## src/rtl/ctrl_pkg.sv

```systemverilog
// Shared definitions for the multi-cycle controller.
// Contents:
//   - opcode constants for IR[15:12]
//   - state_t:   controller FSM states
//   - rf_wsrc_t: register-file write-source select
//   - mem_src_t: memory address source select
//   - is_mem_state(): true for states that wait on a memory handshake
package ctrl_pkg;

  // LDI ignores the opcode LSB, so both encodings are listed.
  localparam logic [3:0] OpLdi0 = 4'b0000;
  localparam logic [3:0] OpLdi1 = 4'b0001;
  localparam logic [3:0] OpMvr  = 4'b0010;
  localparam logic [3:0] OpAdr  = 4'b0011;
  localparam logic [3:0] OpAnr  = 4'b0100;
  localparam logic [3:0] OpOrr  = 4'b0101;
  localparam logic [3:0] OpLdm  = 4'b1000;
  localparam logic [3:0] OpStm  = 4'b1001;
  localparam logic [3:0] OpJmp  = 4'b1100;
  localparam logic [3:0] OpJz   = 4'b1101;
  localparam logic [3:0] OpJc   = 4'b1110;
  localparam logic [3:0] OpHlt  = 4'b1111;

  typedef enum logic [3:0] {
    StIf, StDec, StLdi, StMvr, StAlu, StAluWb, StMaddr,
    StLdmRd, StLdmWb, StStmWr, StJmp, StHalt, StErr
  } state_t;

  typedef enum logic [1:0] {
    RfWsrcAlu  = 2'd0,
    RfWsrcReg1 = 2'd1,
    RfWsrcMem  = 2'd2,
    RfWsrcDi   = 2'd3
  } rf_wsrc_t;

  typedef enum logic {
    MemSrcPc = 1'b0,
    MemSrcTr = 1'b1
  } mem_src_t;

  function automatic logic is_mem_state(state_t s);
    return (s == StIf) || (s == StLdmRd) || (s == StStmWr);
  endfunction

endpackage

```

## src/rtl/mem_wait_timer.sv

```systemverilog
// Memory wait-cycle counter.
// Counts consecutive cycles a memory access is stalled and flags when the
// count has reached MEM_TIMEOUT.
// Ports:
//   clk       rising-edge clock
//   rst       synchronous active-low reset
//   i_clr     clear the count to zero (wins over i_inc)
//   i_inc     one more wait cycle elapsed
//   o_timeout count equals MEM_TIMEOUT
module mem_wait_timer #(
  parameter int unsigned TIMEOUT_W   = 4,
  parameter int unsigned MEM_TIMEOUT = 15
) (
  input  logic clk,
  input  logic rst,
  input  logic i_clr,
  input  logic i_inc,
  output logic o_timeout
);

  logic [TIMEOUT_W-1:0] r_cnt_q;

  always_ff @(posedge clk) begin
    if (!rst) begin
      r_cnt_q <= '0;
    end else if (i_clr) begin
      r_cnt_q <= '0;
    end else if (i_inc) begin
      r_cnt_q <= r_cnt_q + 1'b1;
    end
  end

  assign o_timeout = (r_cnt_q == TIMEOUT_W'(MEM_TIMEOUT));

endmodule

```

## src/rtl/multicycle_ctrl_p.sv

```systemverilog
// Multi-cycle control unit for the accumulator/register-file datapath.
// Sequences fetch/decode/execute, waits on the memory handshake with a
// timeout, evaluates branch conditions, and tracks retired instructions.
// Ports:
//   clk, rst                      clock, synchronous active-low reset
//   instruction                   opcode IR[15:12], only looked at in DEC
//   flag_c/flag_z/flag_n          CZN flags, sampled in the JMP state
//   mem_ready                     memory access completes this cycle
//   ld_*/write_en_rf              datapath load/write enables
//   MEM_read/MEM_write            memory strobes
//   sel_MEM_src/sel_RF_wsrc/
//   sel_PC_src_jump/sel_ALU_src_reg1  datapath mux selects
//   halted/bus_err/illegal        sticky status until reset
//   retired                       retired instruction count (wraps)
module multicycle_ctrl_p
  import ctrl_pkg::*;
#(
  parameter int unsigned MEM_HANDSHAKE = 1,
  parameter int unsigned TIMEOUT_W     = 4,
  parameter int unsigned MEM_TIMEOUT   = 15,
  parameter int unsigned CNT_W         = 16
) (
  input  logic             clk,
  input  logic             rst,
  input  logic [3:0]       instruction,
  input  logic             flag_c,
  input  logic             flag_z,
  input  logic             flag_n,
  input  logic             mem_ready,
  output logic             ld_PC,
  output logic             ld_IR,
  output logic             ld_DI,
  output logic             ld_TR,
  output logic             ld_ALU,
  output logic             ld_CZN,
  output logic             write_en_rf,
  output logic             MEM_read,
  output logic             MEM_write,
  output logic             sel_MEM_src,
  output logic [1:0]       sel_RF_wsrc,
  output logic             sel_PC_src_jump,
  output logic             sel_ALU_src_reg1,
  output logic             halted,
  output logic             bus_err,
  output logic             illegal,
  output logic [CNT_W-1:0] retired
);

  state_t           r_state_q, w_state_d;
  logic [3:0]       r_op_q;
  logic             r_illegal_q;
  logic [CNT_W-1:0] r_retired_q;

  logic     w_mem_rdy, w_wait, w_timeout, w_take, w_retire, w_set_ill, w_flag_n_unused;
  rf_wsrc_t w_wsrc;
  mem_src_t w_mem_src;

  // Without the handshake every memory access completes in one cycle.
  assign w_mem_rdy = (MEM_HANDSHAKE == 0) ? 1'b1 : mem_ready;
  assign w_wait    = is_mem_state(r_state_q) && !w_mem_rdy;

  // Holding the count at zero outside stalls guarantees it is zero on entry
  // to every memory state.
  mem_wait_timer #(
    .TIMEOUT_W  (TIMEOUT_W),
    .MEM_TIMEOUT(MEM_TIMEOUT)
  ) u_wait_timer (
    .clk      (clk),
    .rst      (rst),
    .i_clr    (!w_wait),
    .i_inc    (w_wait),
    .o_timeout(w_timeout)
  );

  assign w_take = (r_op_q == OpJmp) || ((r_op_q == OpJz) && flag_z) ||
                  ((r_op_q == OpJc) && flag_c);
  assign w_flag_n_unused = flag_n;

  always_comb begin
    w_state_d        = r_state_q;
    ld_PC            = 1'b0;
    ld_IR            = 1'b0;
    ld_DI            = 1'b0;
    ld_TR            = 1'b0;
    ld_ALU           = 1'b0;
    ld_CZN           = 1'b0;
    write_en_rf      = 1'b0;
    MEM_read         = 1'b0;
    MEM_write        = 1'b0;
    sel_PC_src_jump  = 1'b0;
    sel_ALU_src_reg1 = 1'b0;
    w_wsrc           = RfWsrcAlu;
    w_mem_src        = MemSrcPc;
    w_retire         = 1'b0;
    w_set_ill        = 1'b0;

    unique case (r_state_q)
      StIf: begin
        MEM_read = 1'b1;
        if (w_mem_rdy) begin
          ld_IR     = 1'b1;
          ld_PC     = 1'b1;
          w_state_d = StDec;
        end else if (w_timeout) begin
          w_state_d = StErr;
        end
      end
      StDec: begin
        case (instruction)
          OpLdi0, OpLdi1:      w_state_d = StLdi;
          OpMvr:               w_state_d = StMvr;
          OpAdr, OpAnr, OpOrr: w_state_d = StAlu;
          OpLdm, OpStm:        w_state_d = StMaddr;
          OpJmp, OpJz, OpJc:   w_state_d = StJmp;
          OpHlt: begin
            w_state_d = StHalt;
            w_retire  = 1'b1;
          end
          default: begin
            w_set_ill = 1'b1;
            w_state_d = StIf;
          end
        endcase
      end
      StLdi: begin
        ld_DI     = 1'b1;
        w_retire  = 1'b1;
        w_state_d = StIf;
      end
      StMvr: begin
        write_en_rf = 1'b1;
        w_wsrc      = RfWsrcReg1;
        ld_CZN      = 1'b1;
        w_retire    = 1'b1;
        w_state_d   = StIf;
      end
      StAlu: begin
        ld_ALU           = 1'b1;
        sel_ALU_src_reg1 = 1'b1;
        ld_CZN           = 1'b1;
        w_state_d        = StAluWb;
      end
      StAluWb: begin
        write_en_rf = 1'b1;
        w_wsrc      = RfWsrcAlu;
        w_retire    = 1'b1;
        w_state_d   = StIf;
      end
      StMaddr: begin
        ld_TR     = 1'b1;
        w_state_d = (r_op_q == OpStm) ? StStmWr : StLdmRd;
      end
      StLdmRd: begin
        MEM_read  = 1'b1;
        w_mem_src = MemSrcTr;
        if (w_mem_rdy)      w_state_d = StLdmWb;
        else if (w_timeout) w_state_d = StErr;
      end
      StLdmWb: begin
        write_en_rf = 1'b1;
        w_wsrc      = RfWsrcMem;
        w_retire    = 1'b1;
        w_state_d   = StIf;
      end
      StStmWr: begin
        MEM_write = 1'b1;
        w_mem_src = MemSrcTr;
        if (w_mem_rdy) begin
          w_retire  = 1'b1;
          w_state_d = StIf;
        end else if (w_timeout) begin
          w_state_d = StErr;
        end
      end
      StJmp: begin
        ld_PC           = w_take;
        sel_PC_src_jump = w_take;
        w_retire        = 1'b1;
        w_state_d       = StIf;
      end
      StHalt:  w_state_d = StHalt;
      StErr:   w_state_d = StErr;
      default: w_state_d = StIf;
    endcase
  end

  always_ff @(posedge clk) begin
    if (!rst) begin
      r_state_q   <= StIf;
      r_op_q      <= '0;
      r_illegal_q <= 1'b0;
      r_retired_q <= '0;
    end else begin
      r_state_q <= w_state_d;
      // Opcode is latched in DEC so later states never look at instruction.
      if (r_state_q == StDec) r_op_q <= instruction;
      if (w_set_ill)          r_illegal_q <= 1'b1;
      if (w_retire)           r_retired_q <= r_retired_q + 1'b1;
    end
  end

  assign sel_MEM_src = w_mem_src;
  assign sel_RF_wsrc = w_wsrc;
  assign halted      = (r_state_q == StHalt);
  assign bus_err     = (r_state_q == StErr);
  assign illegal     = r_illegal_q;
  assign retired     = r_retired_q;

endmodule

```

## config.mk

```make
export PLATFORM = sky130hd
export DESIGN_NAME = multicycle_ctrl_p
export DESIGN_NICKNAME = d
export VERILOG_FILES = /design/src/rtl/ctrl_pkg.sv /design/src/rtl/mem_wait_timer.sv /design/src/rtl/multicycle_ctrl_p.sv
export SDC_FILE = /design/constraint.sdc
export NUM_CORES = 1
export LEC_CHECK = 0
export CAP_MARGIN = 40
export CORE_UTILIZATION = 53
export DETAILED_ROUTE_END_ITERATION = 6
export HOLD_SLACK_MARGIN = 0.03
export PLACE_DENSITY_LB_ADDON = 0.25
export SYNTH_ARGS = -nofsm -noshare
export SYNTH_HDL_FRONTEND = slang
export SYNTH_SLANG_ARGS = --single-unit
```

## constraint.sdc

```tcl
create_clock -name clk -period 3.1 [get_ports clk]
set_clock_uncertainty 0.1 [all_clocks]
set_input_delay 0.62 -clock clk [delete_from_list [all_inputs] [get_ports clk]]
set_output_delay 0.62 -clock clk [all_outputs]
set_load 0.03 [all_outputs]
```

Word-level counts from Yosys, hierarchy flattened:

Cells that the tools add are included.

* bits in latches: 0
* memory bits (writable): 0
* bits in registers: 29
* logic and storage cells: 80
* input port bits: 10
* memories kept: 0
* output and inout bits: 33
* bits in read-only memories: 0

* muxes and demuxes: 24
* div/mod/pow operators: 0
* bitwise logic cells: 0
* equality and inequality tests: 28
* shifts and indexed selects: 0
* reduce and logical (&&, ||, !) cells: 21
* $lt $le $gt $ge: 0
* multipliers: 0
* $add $sub $neg: 2

Operator list (number)
* 4-bit equality test (second input constant): 16
* 4-bit case mux with 8 select lines: 1
* 4-bit by 3-bit equality test with 1-bit output (second input constant): 6
* 4-bit case mux with 6 select lines: 1
* 4-bit 2-to-1 mux: 5
* 16-bit by 1-bit adder with 16-bit output (second input constant): 1
* 4-bit by 2-bit equality test with 1-bit output (second input constant): 4
* 1-bit 2-to-1 mux: 14
* 12-bit OR reduction: 1
* 2-bit OR reduction: 5
* 3-bit OR reduction: 3
* 4-bit by 1-bit equality test with 1-bit output (second input constant): 2
* 4-bit zero test: 2
* 5-bit OR reduction: 1
* 4-bit by 1-bit adder with 4-bit output (second input constant): 1
* 1-bit logical OR: 4
* 2-bit case mux with 2 select lines: 1
* 1-bit logical AND: 3
* 1-bit case mux with 3 select lines: 1
* 1-bit case mux with 2 select lines: 1
* 2-bit AND reduction: 1
* 1-bit zero test: 1

Depth between registers and ports, before layout:

Gate-level depths: netlist of the first run.

* word-level depth: 5
* depth in mapped cells: 6
* mapped depth without buffers: 6

Hierarchy:

Synthesis of the first run repeated with hierarchy kept, for this count alone.

* cell total of the unflattened synthesis: 220
* area total of the unflattened synthesis: 1757.9 sq um

Modules (own cells, without submodules)
* multicycle_ctrl_p: times used 1, seq. area each 500.5 sq um, area each 1569.0 sq um, cells an instance 202
* mem_wait_timer: times used 1, seq. area each 80.1 sq um, area each 188.9 sq um, cells an instance 18

Least setup slack after synthesis of the first run:

No wires, ideal clock.

* path kind: register to output
* from: register r_state_q[3]
* to: output port ld_PC
* cell stages (with the launch flop): 5
* buffers on the path: 1
* arrival: 2338 ps
* setup slack: 42 ps
* data required time: 2380 ps
* cells stage by stage: dfxtp_1 clkbuf_1 nand2b_1 nor4b_1 or2_2

* cells in the longest elaborated chain, start to end: 2
* elaborated cells between the ends (all ways): 3
* classes of those cells: eq/ne (1); mux (1); reduce/logical (1)

RTL lines
* from (decl): line multicycle_ctrl_p.sv:49 `state_t r_state_q, w_state_d;`
* from (signal assigned): line multicycle_ctrl_p.sv:189 `r_state_q <= StIf;`
* from (signal assigned): line multicycle_ctrl_p.sv:194 `r_state_q <= w_state_d;`
* 4-bit equality test / 4-bit zero test (equally long branches): line multicycle_ctrl_p.sv:97 `unique case (r_state_q)`
* 1-bit case mux with 2 select lines *: line multicycle_ctrl_p.sv:97
* to (decl): line multicycle_ctrl_p.sv:30 `output logic ld_PC,`

Every way passes the cells marked *; elsewhere a longest branch is shown, timed or not.

Worst setup path after layout of the first run:

* from: input port flag_z
* to: output port sel_PC_src_jump

* cells in the longest elaborated chain, start to end: 4

RTL lines
* from (decl): line multicycle_ctrl_p.sv:27 `input logic flag_z,`
* 1-bit logical AND: line multicycle_ctrl_p.sv:75 `assign w_take = (r_op_q == OpJmp) || ((r_op_q == OpJz) && flag_z) ||`
* 1-bit logical OR (2 in series): line multicycle_ctrl_p.sv:75
* 1-bit 2-to-1 mux: line multicycle_ctrl_p.sv:97
* to (decl): line multicycle_ctrl_p.sv:41 `output logic sel_PC_src_jump,`

No other way between the ends.

==> results of run 1 <==
## power breakdown
group          switching [mW]  leakage [nW]  internal, mW
Sequential             0.0164         0.235         0.383
Clock                   0.138        0.0413         0.131
Combinational          0.0836         0.516        0.0658
Total                   0.238         0.793         0.580
## per-layer routing
| metal | global-route usage (%) | vias to the layer above |
|---|---|---|
| li1 | - | 880 |
| met1 | 35.01 | 841 |
| met2 | 39.12 | 46 |
| met3 | 7.033 | 8 |
| met4 | 11.22 | 0 |
| met5 | 0 | - |
## worst min path at each step
stage	to	slack [ns]	depth (start not counted)
floorplan	u_wait_timer.r_cnt_q[0]	0.32	1
global placement	u_wait_timer.r_cnt_q[0]	0.33	1
detailed placement	u_wait_timer.r_cnt_q[0]	0.34	1
CTS	u_wait_timer.r_cnt_q[0]	0.36	1
global route	u_wait_timer.r_cnt_q[0]	0.39	1
finish	u_wait_timer.r_cnt_q[0]	0.35	1
## cells by family after synthesis
| family | Yosys count | share of synthesized area, % |
|---|---|---|
| compound gates | 49 | 17.63 |
| xor+xnor | 14 | 7.137 |
| fa+ha+maj | 2 | 1.456 |
| buf+inv | 16 | 3.861 |
| flops | 29 | 33.79 |
| mux | 4 | 2.404 |
| simple gates | 113 | 33.72 |
## worst reg2reg max path: cells and delay by family (launching register included)
kind                   cells  cell delay, ns
AOI/OAI and AO/OA          3            0.59
and+or+nand+nor            2            1.12
DFF                        1            0.41
buffers and inverters      1            0.22
## through the flow
step | area [sq um] | setup WS (ns) | cells | util (%)
after floorplan | 1718 | 0.04155 | 227 | -
after global placement | 2178 | 0.1146 | 307 | 71.35
after detailed placement | 2178 | 0.07418 | 307 | 71.35
after global routing | 2250 | 0.008719 | 315 | 73.69
after CTS | 2250 | 0.06985 | 315 | 73.69
final | 2250 | 0.08346 | 315 | 73.69
## cell usage in the layout, fill, tap and decap left out, types with 7 or more instances in the layout
cell             instances
or2_2                    8
nor2_1                  30
nand2_1                 24
o21ai_0                 11
nand3_1                 10
xnor2_1                 10
buf_4                    7
clkdlybuf4s50_1         40
dfxtp_1                 28
a21oi_1                 20
## state kept, by name (all words and copies together) (netlist names)
| signal | count |
|---|---|
| r_op_q | 4 |
| r_state_q | 4 |
| illegal | 1 |
| retired | 16 |
| u_wait_timer.r_cnt_q | 4 |
## repair_timing
action,CTS,global route
hold buffers,0,0
resized for setup,1,0
endpoints found under the setup margin,1,0
## area by class of cell
cell class / count / area share, %
Clock buffer: 7 / 2.892
Clock inverter: 1 / 0.2225
Inverter: 5 / 0.8343
Multi-Input combinational cell: 182 / 47.61
Sequential cell: 29 / 25.86
Tap cell: 44 / 2.447
Timing Repair Buffer: 47 / 20.13
==> results.cfg, run 1 <==
[outcome]
outcome = complete, no violations

[route]
drtIter0Drc = 65
via_per_inst = 5.635
drcViolationCount = 0
drt-met1-wl_um = 1898
routed_wl_um = 4067
wl_met3_um = 222
vias = 1775
ant_nets = 0
met2_length_um = 1874
first_pass_iters = 4
wl_per_cell_um = 12.91
top_layer_used = met4

[synth]
synth_edf_count = 0
synth_area_leaders = dfxtp_1 34%, nor2_1 6.6%, a21oi_1 5.8%, nand2_1 5.2%, xnor2_1 5.1%
synth.lib_cells_used.distinct = 43
ys_seq_area_share_pct = 33.79
postSynth.asyncResetShare_pct = 0
synth_top_flop_cell = dfxtp_1
synthTopCellsByCount = 30 x nor2_1, 29 x dfxtp_1, 24 x nand2_1
syn-num-nets = 239
yosysWarnings = 0
synth_most_common_cell = nor2_1
syn_area_sq_um = 1718
synth_area_per_cell_sq_um = 7.568
synth_top_area_share_pct = 33.79
netlist_instances = 227
synth_top_area_cell = dfxtp_1
yosys_register_bits = 29

[placed_design]
port_buffers = 41
place_congestion = 0.9072
dp_hpwl_um = 2930

[job]
drv_cap = 0

[timing]
tns_ns = 0
fin_crit_ns = 3.017
max_slew.worst_pin.slew_ns = 0.6334
min_period_over_period_pct = 97.31
setup_violations = 0
drv_slew = 0
rsz0062_at_grt = false
hold_viol_final = 0
fmax_mhz = 331.5
whs_ns = 0.3545
max_slew_margin_pct = 57.61

[worst_setup_path]
cp_max_fo = 2
cp-startpoint = flag_z
cp-start-kind = input pin
crit_family = buffers and inverters
path_cells = clkdlybuf4s50_1 -> inv_1 -> o22ai_1 -> nor4b_1 -> clkdlybuf4s50_1
critPathRequiredTime_ns = 2.38
cp.depth = 5
slowest_delay_ns = 0.74
crit_path_end_kind = output port
crit_top_cell = clkdlybuf4s50_1
reg2reg_from = r_state_q[1]
slowest_stage = clkdlybuf4s50_1
r2r_end = retired[15]
r2r_slack_ns = 0.62
crit_arrival_ns = 2.30
path_buf_inv = 3
critical_path_class = in -> out
reg2reg_depth = 6
cp-endpoint = sel_PC_src_jump

[cells_and_area]
syn_to_final_growth_pct = 30.95
regArea_sq_um = 581.8
nets = 282
antenna_cells = 0
drive_gt1_share_pct = 10.33
multi_input_area_sq_um = 1071
fill_cells = 276

[clock_network]
htree_levels = 2
clk_path_buf_depth = 2
clk_latency_ns = 0.35
cts_sinks = 29
cts_tree = done
path_clk_slew_ns = 0.09
cts_setup_buffers = 0
root_buffer = clkbuf_4
cts-buffers-inserted = 5

[hold_path]
hold_path_startpoint = u_wait_timer.r_cnt_q[0]
min_path_type = reg -> reg

[die]
start_util_pct = 56.27
die_w_um = 58.93
die_height_um = 58.93
ios = 43
rows = 20
core_sq_um = 3053
dieArea_sq_um = 3473

[global_route]
grt_pass1_wl_um = 6796
antenna_found_initial = 0
overflow = 0
first_global_vias = 1548
grt.total_usage_pct = 26.05
grt_start_max_net_pins = 18

[power]
p_per_area_nw_per_um2 = 363.6
finalPower_mw = 0.8181
vdd_drop_max_mv = 0.3205
power.leakage_nw = 0.7928
No activity file was read; power rests on OpenSTA's default activity.
==> run 2: changes to the inputs <==
--- a/config.mk
+++ b/config.mk
@@ -13,3 +13,4 @@
 export SYNTH_ARGS = -nofsm -noshare
 export SYNTH_HDL_FRONTEND = slang
 export SYNTH_SLANG_ARGS = --single-unit
+export TNS_END_PERCENT = 30
==> results of run 2 <==
Final layout, timing and power as in run 1 (identical DEF).
==> edit: new RTL, settings of run 2 <==
`TIMEOUT_W` is set to 4 in 2 places; all go to 6.
--- a/src/rtl/mem_wait_timer.sv
+++ b/src/rtl/mem_wait_timer.sv
@@ -8,7 +8,7 @@
 //   i_inc     one more wait cycle elapsed
 //   o_timeout count equals MEM_TIMEOUT
 module mem_wait_timer #(
-  parameter int unsigned TIMEOUT_W   = 4,
+  parameter int unsigned TIMEOUT_W   = 6,
   parameter int unsigned MEM_TIMEOUT = 15
 ) (
   input  logic clk,
--- a/src/rtl/multicycle_ctrl_p.sv
+++ b/src/rtl/multicycle_ctrl_p.sv
@@ -16,7 +16,7 @@
   import ctrl_pkg::*;
 #(
   parameter int unsigned MEM_HANDSHAKE = 1,
-  parameter int unsigned TIMEOUT_W     = 4,
+  parameter int unsigned TIMEOUT_W     = 6,
   parameter int unsigned MEM_TIMEOUT   = 15,
   parameter int unsigned CNT_W         = 16
 ) (
Check against the original RTL: no difference found for any inputs over 10 cycles, from zero or initial values and one cycle with rst low; that may be too few to reach the edited logic, so the function may still have changed.
==> edit against run 2 <==
Total power grew 2.0%; highest routed layer unchanged; sequential power rose by 8.0%; final area is 0.95% higher; critical endpoint unchanged; sequential cell count rose by 2; setup slack gained 0.051 ns; largest cell class unchanged; fmax grew 1.7%; count of clock-buffer cells in the layout did not move; register-to-register slack better by 0.26 ns; global-route usage shrank 0.65 points; wire length is 2.1% higher; synthesized area up 2.2%.
==> edit: results (changes against run 2) <==
worst setup path startpoint flag_c; Least-Margin Pin Slew 0.7182 ns (+0.08479 ns); Reg-to-Reg End retired[14]; P_leak 0.8394 nW (+5.9%); Peak VDD IR 294.7 µV (-8.1%); vias in the first global route 1577 (+1.9%); most frequent cells after synthesis dfxtp_1, nor2_1, a21oi_1, nand2_1, o21ai_0; slowest stage delay, CP 0.74 ns (about the same); sequential area share after synthesis 0.3535 (+0.01558); Post-Route WL 4152 µm (+2.1%); dpl cells 305 (-0.65%); diodes inserted 0 (unchanged); Final #Nets 280 (-0.71%); largest net degree at the start of global routing 22 (+4); Routability Congestion 0.8471 (-6.6%); synth top area cells dfxtp_1, a21oi_1, nor2_1; Global Route Usage Sum 0.2540 (-0.006504); worst r2r path cells 6 (unchanged); Net Count, Synth 238 (-0.42%); internal reg-to-reg setup slack 0.88 ns (+0.26 ns); share of layout cells above drive strength 1 0.09665 (-0.006667); post-DP HPWL 2979 µm (+1.7%); status complete, no violations; worst r2r src r_state_q[0]; initial antenna violation count 0 (unchanged); DRT iter0 DRCs 90 (+38%); Arrival @ worst endpoint 2.25 ns (-0.05 ns); average cell area after synthesis 7.767 µm² (+2.6%); Root Driver clkbuf_4; via/cell ratio 5.671 (+0.64%); Yosys cell types 51 (+19%); fill cell count 268 (-2.9%); first-pass GRT wire length 6810 µm (+0.21%); clk_lat worst skew 0.32 ns (-0.03 ns); area leader, netlist dfxtp_1; cts repair resizes 0 (-1)
==> edit: changes by cell type after synthesis, sizes merged, moves of 4 or more <==
| cell | run 2 | this run |
|---|---|---|
| or2 | 8 | 4 |
| or3 | 4 | 11 |
| nor3 | 3 | 9 |
| nor2b | 5 | 1 |
| o21ai | 11 | 16 |
| xnor2 | 10 | 2 |
| nand2 | 24 | 17 |
==> edit: how the worst max path moves through the flow <==
| stage | slack [ns] | cells past startpoint | to |
|---|---|---|---|
| 5_1_grt | 0.02 | 6 | sel_PC_src_jump |
| 6_report | 0.13 | 6 | sel_PC_src_jump |
| 4_1_cts | 0.07 | 3 | ld_IR |
| 3_3_place_gp | 0.16 | 6 | sel_PC_src_jump |
| 3_5_place_dp | 0.12 | 6 | sel_PC_src_jump |
| 2_1_floorplan | 0.02 | 3 | ld_PC |
==> edit: power breakdown <==
part           total [mW]  leakage [nW]  switching (mW)  internal [mW]
clock network       0.221        0.0293           0.133         0.0883
logic               0.183         0.558           0.104         0.0792
registers           0.431         0.252          0.0202          0.411
total               0.835         0.839           0.256          0.578
==> edit: area by class of cell <==
class	instances	area, µm²	area share
multi-input cells	175	1049	0.4617
flip-flops and latches	31	623.1	0.2744
repair buffers	50	475.5	0.2094
well taps	44	55.05	0.02424
clock buffers	7	45.04	0.01983
inverters	5	18.77	0.008264
clock inverters	1	5.005	0.002204
==> edit: metrics by stage <==
| stage | area (µm²) | hold slack (ns) | setup slack, ns | utilization |
|---|---|---|---|---|
| 2_1_floorplan | 1755 | 0.3132 | 0.01775 | - |
| 3_3_place_gp | 2218 | 0.3281 | 0.1563 | 0.7149 |
| 3_5_place_dp | 2218 | 0.3375 | 0.1221 | 0.7149 |
| 4_1_cts | 2268 | 0.3504 | 0.06716 | 0.7310 |
| 5_1_grt | 2271 | 0.3658 | 0.01788 | 0.7319 |
| 6_report | 2271 | 0.3482 | 0.1348 | 0.7319 |
==> edit: cells by family after synthesis <==
logic type,after synthesis,share of synthesized area
mux,5,0.02851
fa+ha+maj,2,0.01425
simple gates,103,0.3051
flops,31,0.3535
compound gates,56,0.2010
xor+xnor,9,0.04491
buf+inv,20,0.05274
==> edit: metal layers <==
metal / up-vias / track usage / part of all wire
met2: 46 / 0.4141 / 0.50
met5: - / 0 / 0
met3: 4 / 0.05240 / 0.045
met1: 827 / 0.3378 / 0.45
met4: 0 / 0.07641 / 0.0099
li1: 898 / - / -
==> edit: worst reg2reg max path: cells and delay by family (launching register included) <==
family | cells | cell delay, ns
buffers and inverters | 1 | 0.19
AND/OR/NAND/NOR | 2 | 0.82
flip-flops | 1 | 0.57
AO/OA/AOI/OAI | 3 | 0.48
